## src/rtl/guess_sequencer.sv

```systemverilog
// Keypad entry sequencer for the three-digit A/B guessing game: collects digits, issues the
// answer then guesses, and tracks win/loss. Optional GUESS_DISTINCT_CHK_EN rejects repeated digits.
module guess_sequencer #(
  parameter int unsigned MAX_TRIES = 10
) (
  input  logic       clk,
  input  logic       reset,
  input  logic       key_valid,
  input  logic [3:0] key_code,
  input  logic [1:0] hit_cnt,
  output logic [3:0] oNum1,
  output logic [3:0] oNum2,
  output logic [3:0] oNum3,
  output logic       oNumRdy,
  output logic [1:0] digit_cnt,
  output logic [1:0] phase,
  output logic [3:0] tries,
  output logic       err,
  output logic       game_clr
);

  typedef enum logic [1:0] {StEntry, StIssue, StWin, StLose} state_e;

  localparam logic [3:0] KeyClear = 4'hA;
  localparam logic [3:0] KeyEnter = 4'hB;
  localparam logic [4:0] MaxTries = 5'(MAX_TRIES);

  state_e     state_q, state_d;
  logic [3:0] num1_q, num1_d, num2_q, num2_d, num3_q, num3_d;
  logic [1:0] cnt_q, cnt_d;
  logic [1:0] phase_q, phase_d;
  logic [3:0] tries_q, tries_d;
  logic       err_q, err_d;
  logic       clr_q, clr_d;
  logic       entry_ok;
  logic [4:0] tries_plus;
  logic [3:0] tries_sat;

`ifdef GUESS_DISTINCT_CHK_EN
  assign entry_ok = (cnt_q == 2'd3) && (num1_q != num2_q) && (num1_q != num3_q) &&
                    (num2_q != num3_q);
`else
  assign entry_ok = (cnt_q == 2'd3);
`endif

  // Limit test uses the unsaturated increment; the stored count saturates at 15.
  assign tries_plus = {1'b0, tries_q} + 5'd1;
  assign tries_sat  = (tries_q == 4'hF) ? 4'hF : tries_plus[3:0];

  always_comb begin
    state_d = state_q;
    num1_d  = num1_q;
    num2_d  = num2_q;
    num3_d  = num3_q;
    cnt_d   = cnt_q;
    phase_d = phase_q;
    tries_d = tries_q;
    err_d   = 1'b0;
    clr_d   = 1'b0;
    unique case (state_q)
      StEntry: begin
        if (key_valid) begin
          if (key_code <= 4'd9) begin
            unique case (cnt_q)
              2'd0: begin
                num1_d = key_code;
                num2_d = 4'd0;
                num3_d = 4'd0;
                cnt_d  = 2'd1;
              end
              2'd1: begin
                num2_d = key_code;
                cnt_d  = 2'd2;
              end
              2'd2: begin
                num3_d = key_code;
                cnt_d  = 2'd3;
              end
              default: ;
            endcase
          end else if (key_code == KeyClear) begin
            cnt_d = 2'd0;
          end else if (key_code == KeyEnter) begin
            cnt_d = 2'd0;
            if (entry_ok) state_d = StIssue;
            else          err_d   = 1'b1;
          end
        end
      end
      StIssue: begin
        cnt_d = 2'd0;
        if (phase_q == 2'd0) begin
          phase_d = 2'd1;
          state_d = StEntry;
        end else begin
          tries_d = tries_sat;
          if (hit_cnt == 2'd3) begin
            phase_d = 2'd2;
            state_d = StWin;
          end else if (tries_plus == MaxTries) begin
            phase_d = 2'd3;
            state_d = StLose;
          end else begin
            state_d = StEntry;
          end
        end
      end
      StWin, StLose: begin
        if (key_valid && key_code == KeyClear) begin
          clr_d   = 1'b1;
          state_d = StEntry;
          phase_d = 2'd0;
          tries_d = 4'd0;
          cnt_d   = 2'd0;
          num1_d  = 4'd0;
          num2_d  = 4'd0;
          num3_d  = 4'd0;
        end
      end
      default: state_d = StEntry;
    endcase
  end

  always_ff @(posedge clk) begin
    if (reset) begin
      state_q <= StEntry;
      num1_q  <= 4'd0;
      num2_q  <= 4'd0;
      num3_q  <= 4'd0;
      cnt_q   <= 2'd0;
      phase_q <= 2'd0;
      tries_q <= 4'd0;
      err_q   <= 1'b0;
      clr_q   <= 1'b0;
    end else begin
      state_q <= state_d;
      num1_q  <= num1_d;
      num2_q  <= num2_d;
      num3_q  <= num3_d;
      cnt_q   <= cnt_d;
      phase_q <= phase_d;
      tries_q <= tries_d;
      err_q   <= err_d;
      clr_q   <= clr_d;
    end
  end

  assign oNum1     = num1_q;
  assign oNum2     = num2_q;
  assign oNum3     = num3_q;
  assign oNumRdy   = (state_q == StIssue);
  assign digit_cnt = cnt_q;
  assign phase     = phase_q;
  assign tries     = tries_q;
  assign err       = err_q;
  assign game_clr  = clr_q;

endmodule

```

## config.mk

```make
export PLATFORM = sky130hd
export DESIGN_NAME = guess_sequencer
export DESIGN_NICKNAME = d
export VERILOG_FILES = /design/src/rtl/guess_sequencer.sv
export SDC_FILE = /design/constraint.sdc
export NUM_CORES = 1
export LEC_CHECK = 0
export ABC_AREA = 1
export BUFFER_PORTS_ARGS = -buffer_cell sky130_fd_sc_hd__buf_2
export CAP_MARGIN = 20
export CORE_UTILIZATION = 45
export DETAILED_ROUTE_END_ITERATION = 7
export GPL_ROUTABILITY_DRIVEN = 0
export GPL_TIMING_DRIVEN = 0
export PLACE_DENSITY = 0.72
export SLEW_MARGIN = 5
export SYNTH_ARGS = -nofsm -noshare
export SYNTH_HDL_FRONTEND = slang
export SYNTH_SLANG_ARGS = --single-unit
```

## constraint.sdc

```tcl
create_clock -name clk -period 1.7 [get_ports clk]
set_input_delay 0.34 -clock clk [delete_from_list [all_inputs] [get_ports clk]]
set_output_delay 0.34 -clock clk [all_outputs]
set_load 0.02 [all_outputs]
```

* After elaboration in Yosys (flattened, before gate mapping) *
Cells that the tools add are included.
Widths: inputs -> output; s select.

word-level totals
  bits in registers = 24
  output and inout bits = 23

cells by class
  reduce and logical (&&, ||, !) cells = 16
  bitwise logic cells = 4
  add/sub/neg operators = 1
  order comparisons = 1
  equality and inequality tests = 25
  muxes and demuxes = 38

operators by type and width
  kind                 number
  $pmux 4 s2           6
  $mux 4               10
  $mux 2               16
  $pmux 2 s3           3
  $ne 2x2->1 const B   8
  $reduce_and 5->1     3
  $eq 4x4->1 const B   3
  $eq 2x2->1 const B   5
  $logic_not 2->1      3
  $ne 3x1->1 const B   2
  $reduce_and 3->1     2
  $reduce_and 6->1     1
  $reduce_or 6->1      1
  $add 4x1->5 const B  1
  $eq 5x4->1 const B   1
  $ne 5x2->1 const B   1
  $eq 2x1->1 const B   2
  $le 4x4->1 const B   1
  $ne 4x1->1 const B   1
  $ne 4x4->1 const B   1
  $not 1->1            4
  $pmux 2 s2           1
  $reduce_and 4->1     1
  $reduce_bool 2->1    2
  4 further kinds      6

* Longest topological paths before layout *
Gate-level depths: netlist of the first run.

  depth after elaboration = 7
  mapped depth = 10
  gate-level depth less buffers = 10

* Least setup slack after synthesis of the first run *
OpenSTA, ideal clock, no wires.

  path kind = register to register
  start point = register cnt_q[0] (netlist: digit_cnt[0])
  end point = register cnt_q[0] (netlist: digit_cnt[0])
  stages on the path, launching flop included = 11
  clock period less this slack = 1,474 ps
  required time = 1,587 ps
  path slack = 226 ps
  arrival time = 1,361 ps
  cell sequence = dfxtp_1 > inv_1 > ha_1 > inv_1 > nand2_2 > nor2_2 > a21oi_1 > nand2_1 > nand2_1 > nand2_1 > nor2_1

between the ends
  word-level cells in the longest chain between the ends = 5
  elaborated cells on any way between the ends = 9

ends and longest elaborated chain
  element                             line  text
  from (decl)                         30    logic [1:0] cnt_q, cnt_d;
  from (signal assigned)              140   cnt_q <= cnt_d;
  $eq 2x2->1 (tied with other cells)  64    unique case (cnt_q)
  $pmux 2 s3                          64
  $mux 2                              63    if (key_code <= 4'd9) begin
  $mux 2                              62    if (key_valid) begin
  $pmux 2 s3                          60    unique case (state_q)

Parallel ways exist; a longest one is shown, timed or not. The select of a mux whose other input is x is not followed.
A chain may end at the register's enable or synchronous reset.

* Worst setup path in the final report of the first run *
  start point = register tries_q[0] (netlist: tries[0])
  end point = register state_q[1]

between the ends
  word-level cells in the longest chain between the ends = 6

ends and longest elaborated chain
  element                 line  text
  from (decl)             32    logic [3:0] tries_q, tries_d;
  from (signal assigned)  142   tries_q <= tries_d;
  $add 4x1->5             47    assign tries_plus = {1'b0, tries_q} + 5'd1;
  $eq 5x4->1              100   end else if (tries_plus == MaxTries) begin
  $mux 2                  100
  $mux 2                  97    if (hit_cnt == 2'd3) begin
  $mux 2                  92    if (phase_q == 2'd0) begin
  $pmux 2 s3              60
  to (signal assigned)    126   state_q <= StEntry;
  to (signal assigned)    136   state_q <= state_d;
  to (decl)               28    state_e state_q, state_d;

No other way between the ends.

==> results.md, run 1 <==
- DRC: 0
- Final Hold Fails: 0
- Max Freq: 0.6635 GHz
- Post-route ant nets: 0
- Clock Path Buffers: 2
- Number of fill cells: around 310
- Post-CTS Setup Inserts: 0
- I/O Pins: 32
- Drt wl/cell: 10.07 um
- H-tree depth: 1
- Finish-stage setup viols: 0
- Lkg Pwr: ~0.83 nW
- Peak VDD IR: just under 0.5 mV
- WL final: approximately 2.8 mm
- Yosys warns: 0
- Max FO, Critical Path: 7
- MaxCap Viol Count: 0
- IO Port Bufs: 30
- Worst EP arrival: between 1.5 and 2 ns
- Highest-count cells in the layout ignoring fill and taps: 62 x nand2_1, 30 x buf_2, 27 x nor2_1
- Synth cell types: 31
- Global-route wire length before repair: about 5.0 mm
- FF+latch count, synth: 24
- Hold_buf cts: 0
- Reg2reg path depth: 6
- CP Capture Type: register
- Worst Hold Launch: key_code[0]
- Routed vias: approximately 1300
- Die area: 3497 um2
- Site row count: 20
- Chip width: approximately 59 um
- Vias in the first global route: roughly 1200
- Final Net Count: around 260
- Mapped Nets: 220
- CTS tree: yes
- Type of origin of the critical path: register
- Critical Path Source: tries[0]$_SDFFE_PP0P_
- Final Critical Period: ~1.5 ns
- Reg2Reg Capture Point: state_q[1]$_SDFFE_PP0P_
- Drt pass-1 iters: 4
- DP Worst Slack: 0.2155 ns
- GRT Resource Usage Total: between 10% and 20%
- EDFF count, synth: 0
- Total global routing overflow: 0
- Pwr dens: slightly above 700 nW/um2
- Async SR Flop Fraction: 0%
- Clock Sinks: 24
- Fin util: between 50% and 60%
- Clk_lat worst skew: between 0.3 and 0.4 ns
- Initial antenna violation count: 0
- Worst rel slew slack: a little over two thirds
- Fraction of layout cells with a size suffix above 1: between 20% and 30%
- Reg-to-Reg Start: tries[0]$_SDFFE_PP0P_
- Worst-path clk slew: roughly 0.13 ns
- Initial Util: 47.72%
- Clock Skew: around 0.0035 ns
- Num CTS Buffers: 3
- HP Class: in -> reg
- Synth Instances: ~200
- Die outline height: around 60 um
- Kind of critical path: reg -> reg
- RSZ-0062 raised after global routing: false
- Sequential element share of the synthesized area: about a third
- Area after DPL: 1674 um2
- Fin area: about 1700 um2
- Synth-to-layout area growth: 17.55%
- Setup TNS: 0 ns
- Outcome: finished, final reports clean
- Commonest non-fill, non-tap cell in the layout: nand2_1
- Tcrit/Tclk final: approximately 89%
- R2R Setup Slk: 0.19 ns
- Syn avg cell area: just over 7 um2
- DR iter-0 viols: 36
- Largest net degree at the start of global routing: 15
- Mapped Area: 1469 um2
- Post-synth top flop: dfxtp_1
- Slew @ Worst Pin: 0.4526 ns
- Final worst setup slack: between 0.15 and 0.2 ns
- Std-Cell Core Area: 3078 um2
- Post_cts resized: 0
- Post-DP HPWL: between 2 and 2.5 mm
- Final Max Slew Viols: 0
- Via-per-instance ratio: about 4.7
- CTS root buf: clkbuf_4
- Worst setup path endpoint: state_q[1]$_SDFFE_PP0P_
- Antenna diodes: 0
- Critical path data required time: 1.91 ns
kinds of logic after synthesis:
family	Yosys count	synth area share, %
AND/OR/NAND/NOR	125	42.08
adder cells (fa/ha/maj)	7	5.962
flip-flops	24	32.71
AO/OA/AOI/OAI	23	10.56
buffers and inverters	25	8.688
report_power, final:
group	internal, mW	switching, mW
Combinational	0.0825	0.155
Clock	0.238	0.176
Sequential	0.585	0.0130
Total	0.906	0.344
routing by layer:
layer,up-vias,routed length (um),track usage (%)
met3,2,106,4.803
met5,-,0,0
met2,17,1258,29.06
li1,718,-,-
met1,578,1449,25.27
met4,0,27,5.442
Yosys cell counts (2+ instances only):
master	instances	area [um2]
nor2_1	27	101.4
ha_1	7	87.58
nand4_1	9	56.30
inv_1	17	63.81
nand2_1	62	232.7
nand3_1	6	30.03
a21oi_2	2	17.52
a21oi_1	16	80.08
inv_2	2	7.510
nor2_4	3	33.78
a21oi_4	2	32.53
nor2_2	3	18.77
dfxtp_1	24	480.5
nand2_2	3	18.77
nand3_2	3	30.03
nor3_1	3	15.01
sequential cells by signal, indices dropped and copies added (netlist names):
register and flops:
oNum1 4, err 1, digit_cnt 2, state_q 2, phase 2, oNum2 4
game_clr 1, tries 4, oNum3 4
worst max-delay path, cell delays in order (launching register included):
cell and delay [ns]:
dfxtp_1 0.46, ha_1 0.23, nand3_1 0.17, nand3_1 0.18
nor2_1 0.07, o21ai_0 0.20, a21oi_1 0.09
through the flow:
stage / total power [mW] / cells / hold slack [ns]
final: 1.249 / 282 / 0.3042
after CTS: 1.266 / 282 / 0.2788
after global placement: 0.8455 / 278 / 0.4460
after global routing: 1.316 / 282 / 0.3138
after detailed placement: 0.8481 / 278 / 0.4491
after floorplan: 0.7870 / 204 / 0.4874
worst min-delay path by stage:
stage	endpoint	slack (ns)	depth (start not counted)
5_1_grt	err$_SDFF_PP0_	0.31	3
4_1_cts	err$_SDFF_PP0_	0.28	3
3_3_place_gp	oNum2[0]$_SDFFE_PP0P_	0.45	2
3_5_place_dp	oNum2[0]$_SDFFE_PP0P_	0.45	2
6_report	err$_SDFF_PP0_	0.30	3
2_1_floorplan	err$_SDFF_PP0_	0.49	2
final cells by class:
| type | count | area (um2) | share of cell area [%] |
|---|---|---|---|
| Multi-Input combinational cell | 155 | 860.8 | 49.85 |
| Sequential cell | 24 | 480.5 | 27.83 |
| Timing Repair Buffer | 30 | 150.1 | 8.696 |
| Inverter | 20 | 75.07 | 4.348 |
| Tap cell | 44 | 55.05 | 3.188 |
| Buffer | 5 | 52.55 | 3.043 |
| Clock inverter | 1 | 30.03 | 1.739 |
| Clock buffer | 3 | 22.52 | 1.304 |
Power figures use the tool's default switching activity.
==> run 2, diff against run 1 <==
--- a/config.mk
+++ b/config.mk
@@ -5,14 +5,13 @@
 export SDC_FILE = /design/constraint.sdc
 export NUM_CORES = 1
 export LEC_CHECK = 0
-export ABC_AREA = 1
 export BUFFER_PORTS_ARGS = -buffer_cell sky130_fd_sc_hd__buf_2
 export CAP_MARGIN = 20
 export CORE_UTILIZATION = 45
 export DETAILED_ROUTE_END_ITERATION = 7
 export GPL_ROUTABILITY_DRIVEN = 0
 export GPL_TIMING_DRIVEN = 0
-export PLACE_DENSITY = 0.72
+export PLACE_DENSITY = 0.73
 export SLEW_MARGIN = 5
 export SYNTH_ARGS = -nofsm -noshare
 export SYNTH_HDL_FRONTEND = slang
==> run 2 against run 1 <==
  * Sequential cell count unchanged
  * Critical endpoint is now digit_cnt[0]$_SDFFE_PP0P_
  * Critical path type unchanged
  * Cell area decreased by 7.2%
  * Critical path depth unchanged
==> results.md, run 2 <==
- Outcome: finished, final reports clean
- Global-route wire length before repair: 5.451 mm
- Top cells by count, synth: 24 x dfxtp_1, 15 x a21oi_1
- GRT Max-Usage Layer: met2
- FF+latch count, synth: 24
- Fin util: between 60% and 70%
- Syn avg cell area: between 8 and 9 um2
- Mapped Nets: ~170
- Total global routing overflow: 0
- Clock Skew: 0.003478 ns
- Comb pwr share: approximately 15%
- Final worst setup slack: ~0.049 ns
- I/O Pins: 32
- Final Critical Period: 1.651 ns
- Final Net Count: around 200
- P_int: 0.7644 mW
- Switch Pwr: between 0.2 and 0.3 mW
- Clock Path Buffers: 2
- Fraction of layout cells with a size suffix above 1: between 30% and 40%
- Site row count: 18
- Clock Sinks: 24
- EDFF count, synth: 0
- Peak VDD IR: 0.4590 mV
- Synth top area share: 37.46%
- Lkg Pwr: ~0.63 nW
- Final Max Slew Viols: 0
- Drt pass-1 iters: 5
- H-tree depth: 1
- Mapped Area: 1282 um2
- WL final: around 3.3 mm
- Reg-to-Reg Start: digit_cnt[1]$_SDFFE_PP0P_
- Setup TNS: 0 ns
- Std-Cell Core Area: 2590 um2
- CTS tree: yes
- Max Freq: slightly above 0.6 GHz
- Antenna diodes: 0
- CTS root buf: clkbuf_4
- Critical path data required time: 1.92 ns
- Commonest non-fill, non-tap cell in the layout: buf_2
- Type of origin of the critical path: register
- Area after DPL: approximately 1500 um2
- Largest net degree at the start of global routing: 14
- Final Hold Fails: 0
- Post-synth top flop: dfxtp_1
- Die area: around 3100 um2
- Tcrit/Tclk final: between 90% and 100%
- Fin area: roughly 1600 um2
- DRC: 0
- Worst Hold Launch: reset
- Post-DP HPWL: between 2 and 2.5 mm
- Routed vias: 1309
- Yosys top cell by area: dfxtp_1
- RSZ-0062 raised after global routing: false
- Most common cell in the netlist: dfxtp_1
- MaxCap Viol Count: 0
- Pwr dens: ~640 nW/um2
- Slew @ Worst Pin: around 0.56 ns
- GRT Resource Usage Total: a little over a fifth
- Worst-path clk slew: roughly 0.13 ns
- Critical Path Source: digit_cnt[1]$_SDFFE_PP0P_
- Synth cell types: 40
- GR Layer Usage met2: between 30 and 40%
- Max FO, Critical Path: 4
- Via-per-instance ratio: 6.088
- Synth Instances: approximately 150
- Initial antenna violation count: 0
- Post-route ant nets: 0
- Sequential element share of the synthesized area: a little under two fifths
- Synth-to-layout area growth: 24.88%
- IO Port Bufs: 28
- Kind of critical path: reg -> reg
- Sw Ratio: between 20% and 30%
- Hold_buf cts: 0
- Num CTS Buffers: 3
- Drt wl/cell: about 15 um
- Finish-stage setup viols: 0
- Yosys warns: 0
- Initial Util: between 40% and 50%
- Highest-count cells in the layout ignoring fill and taps: 32 x buf_2, 21 x dfxtp_1, 14 x a21oi_1
- Chip width: between 50 and 60 um
- Sequential share of power: between 50% and 60%
- DR iter-0 viols: 58
- Clk_lat worst skew: slightly above 0.3 ns
- Top cells by area, synth: dfxtp_1 37%, ha_1 6.8%, a21oi_1 5.9%
- DP Worst Slack: -0.09896 ns
- CP Capture Type: register
- Worst EP arrival: ~1.9 ns
- HP Class: in -> reg
- GR Util met1: 30.47%
- Clock power frac: between 20% and 30%
- Die outline height: 55.39 um
- Vias in the first global route: 1224
- Worst rel slew slack: between 60% and 70%
- Async SR Flop Fraction: 0%
- Grt met3 use: around 2.1%
[run 2: power groups by stage]
stage                     Combinational, mW  Clock (mW)  Sequential, mW
after CTS                             0.147       0.310           0.580
after global placement                0.123           0           0.592
after floorplan                      0.0736           0           0.605
after global routing                  0.166       0.333           0.581
final                                 0.153       0.298           0.580
after detailed placement              0.128           0           0.593
[run 2: path summary, 6_finish.rpt]
check / end / slack, ns / cells after the start
max: digit_cnt[0]$_SDFFE_PP0P_ / 0.05 / 6
min reg2reg: oNum3[1]$_SDFFE_PP0P_ / 0.48 / 2
min: tries[2]$_SDFFE_PP0P_ / 0.27 / 2
max reg2reg: digit_cnt[0]$_SDFFE_PP0P_ / 0.05 / 6
[run 2: logic make-up after synthesis]
group           synth area share, %
simple gates                  27.81
compound gates                22.05
flops                         37.46
buf+inv                       5.854
fa+ha+maj                     6.829
[run 2: through the flow]
stage	cells	total power, mW	hold slack (ns)
3_5_place_dp	207	0.7216	0.4556
6_report	215	1.031	0.2698
5_1_grt	215	1.080	0.2670
3_3_place_gp	207	0.7150	0.4460
2_1_floorplan	149	0.6788	0.4221
4_1_cts	213	1.036	0.2672
[run 2: cell type report]
cell class	instances	area [um2]
tap	30	37.54
timing repair buffer	32	170.2
buffer	8	52.55
clock buffer	4	36.28
multi-input combinational	111	790.8
fill	234	988.4
inverter	6	25.02
sequential	24	489.2
[run 2: layer usage]
layer	part of all wire [%]	routed length (um)
met5	0	0
met4	0.83	27
met3	6.1	198
met2	49	1592
met1	44	1432
[run 2: what timing repair did]
action | CTS | global route
setup buffers | 2 | 2
pin swaps | 2 | 4
cloned | 0 | 0
resized for setup | 11 | 5
setup endpoints to repair | 2 | 7
[run 2: worst max-delay path, cell delays in order (launching register included)]
cell and delay (ns):
dfxtp_4 0.41, inv_4 0.05, ha_4 0.15, or3_4 0.39, o2111ai_4 0.24, a211oi_2 0.11
o21ba_2 0.20
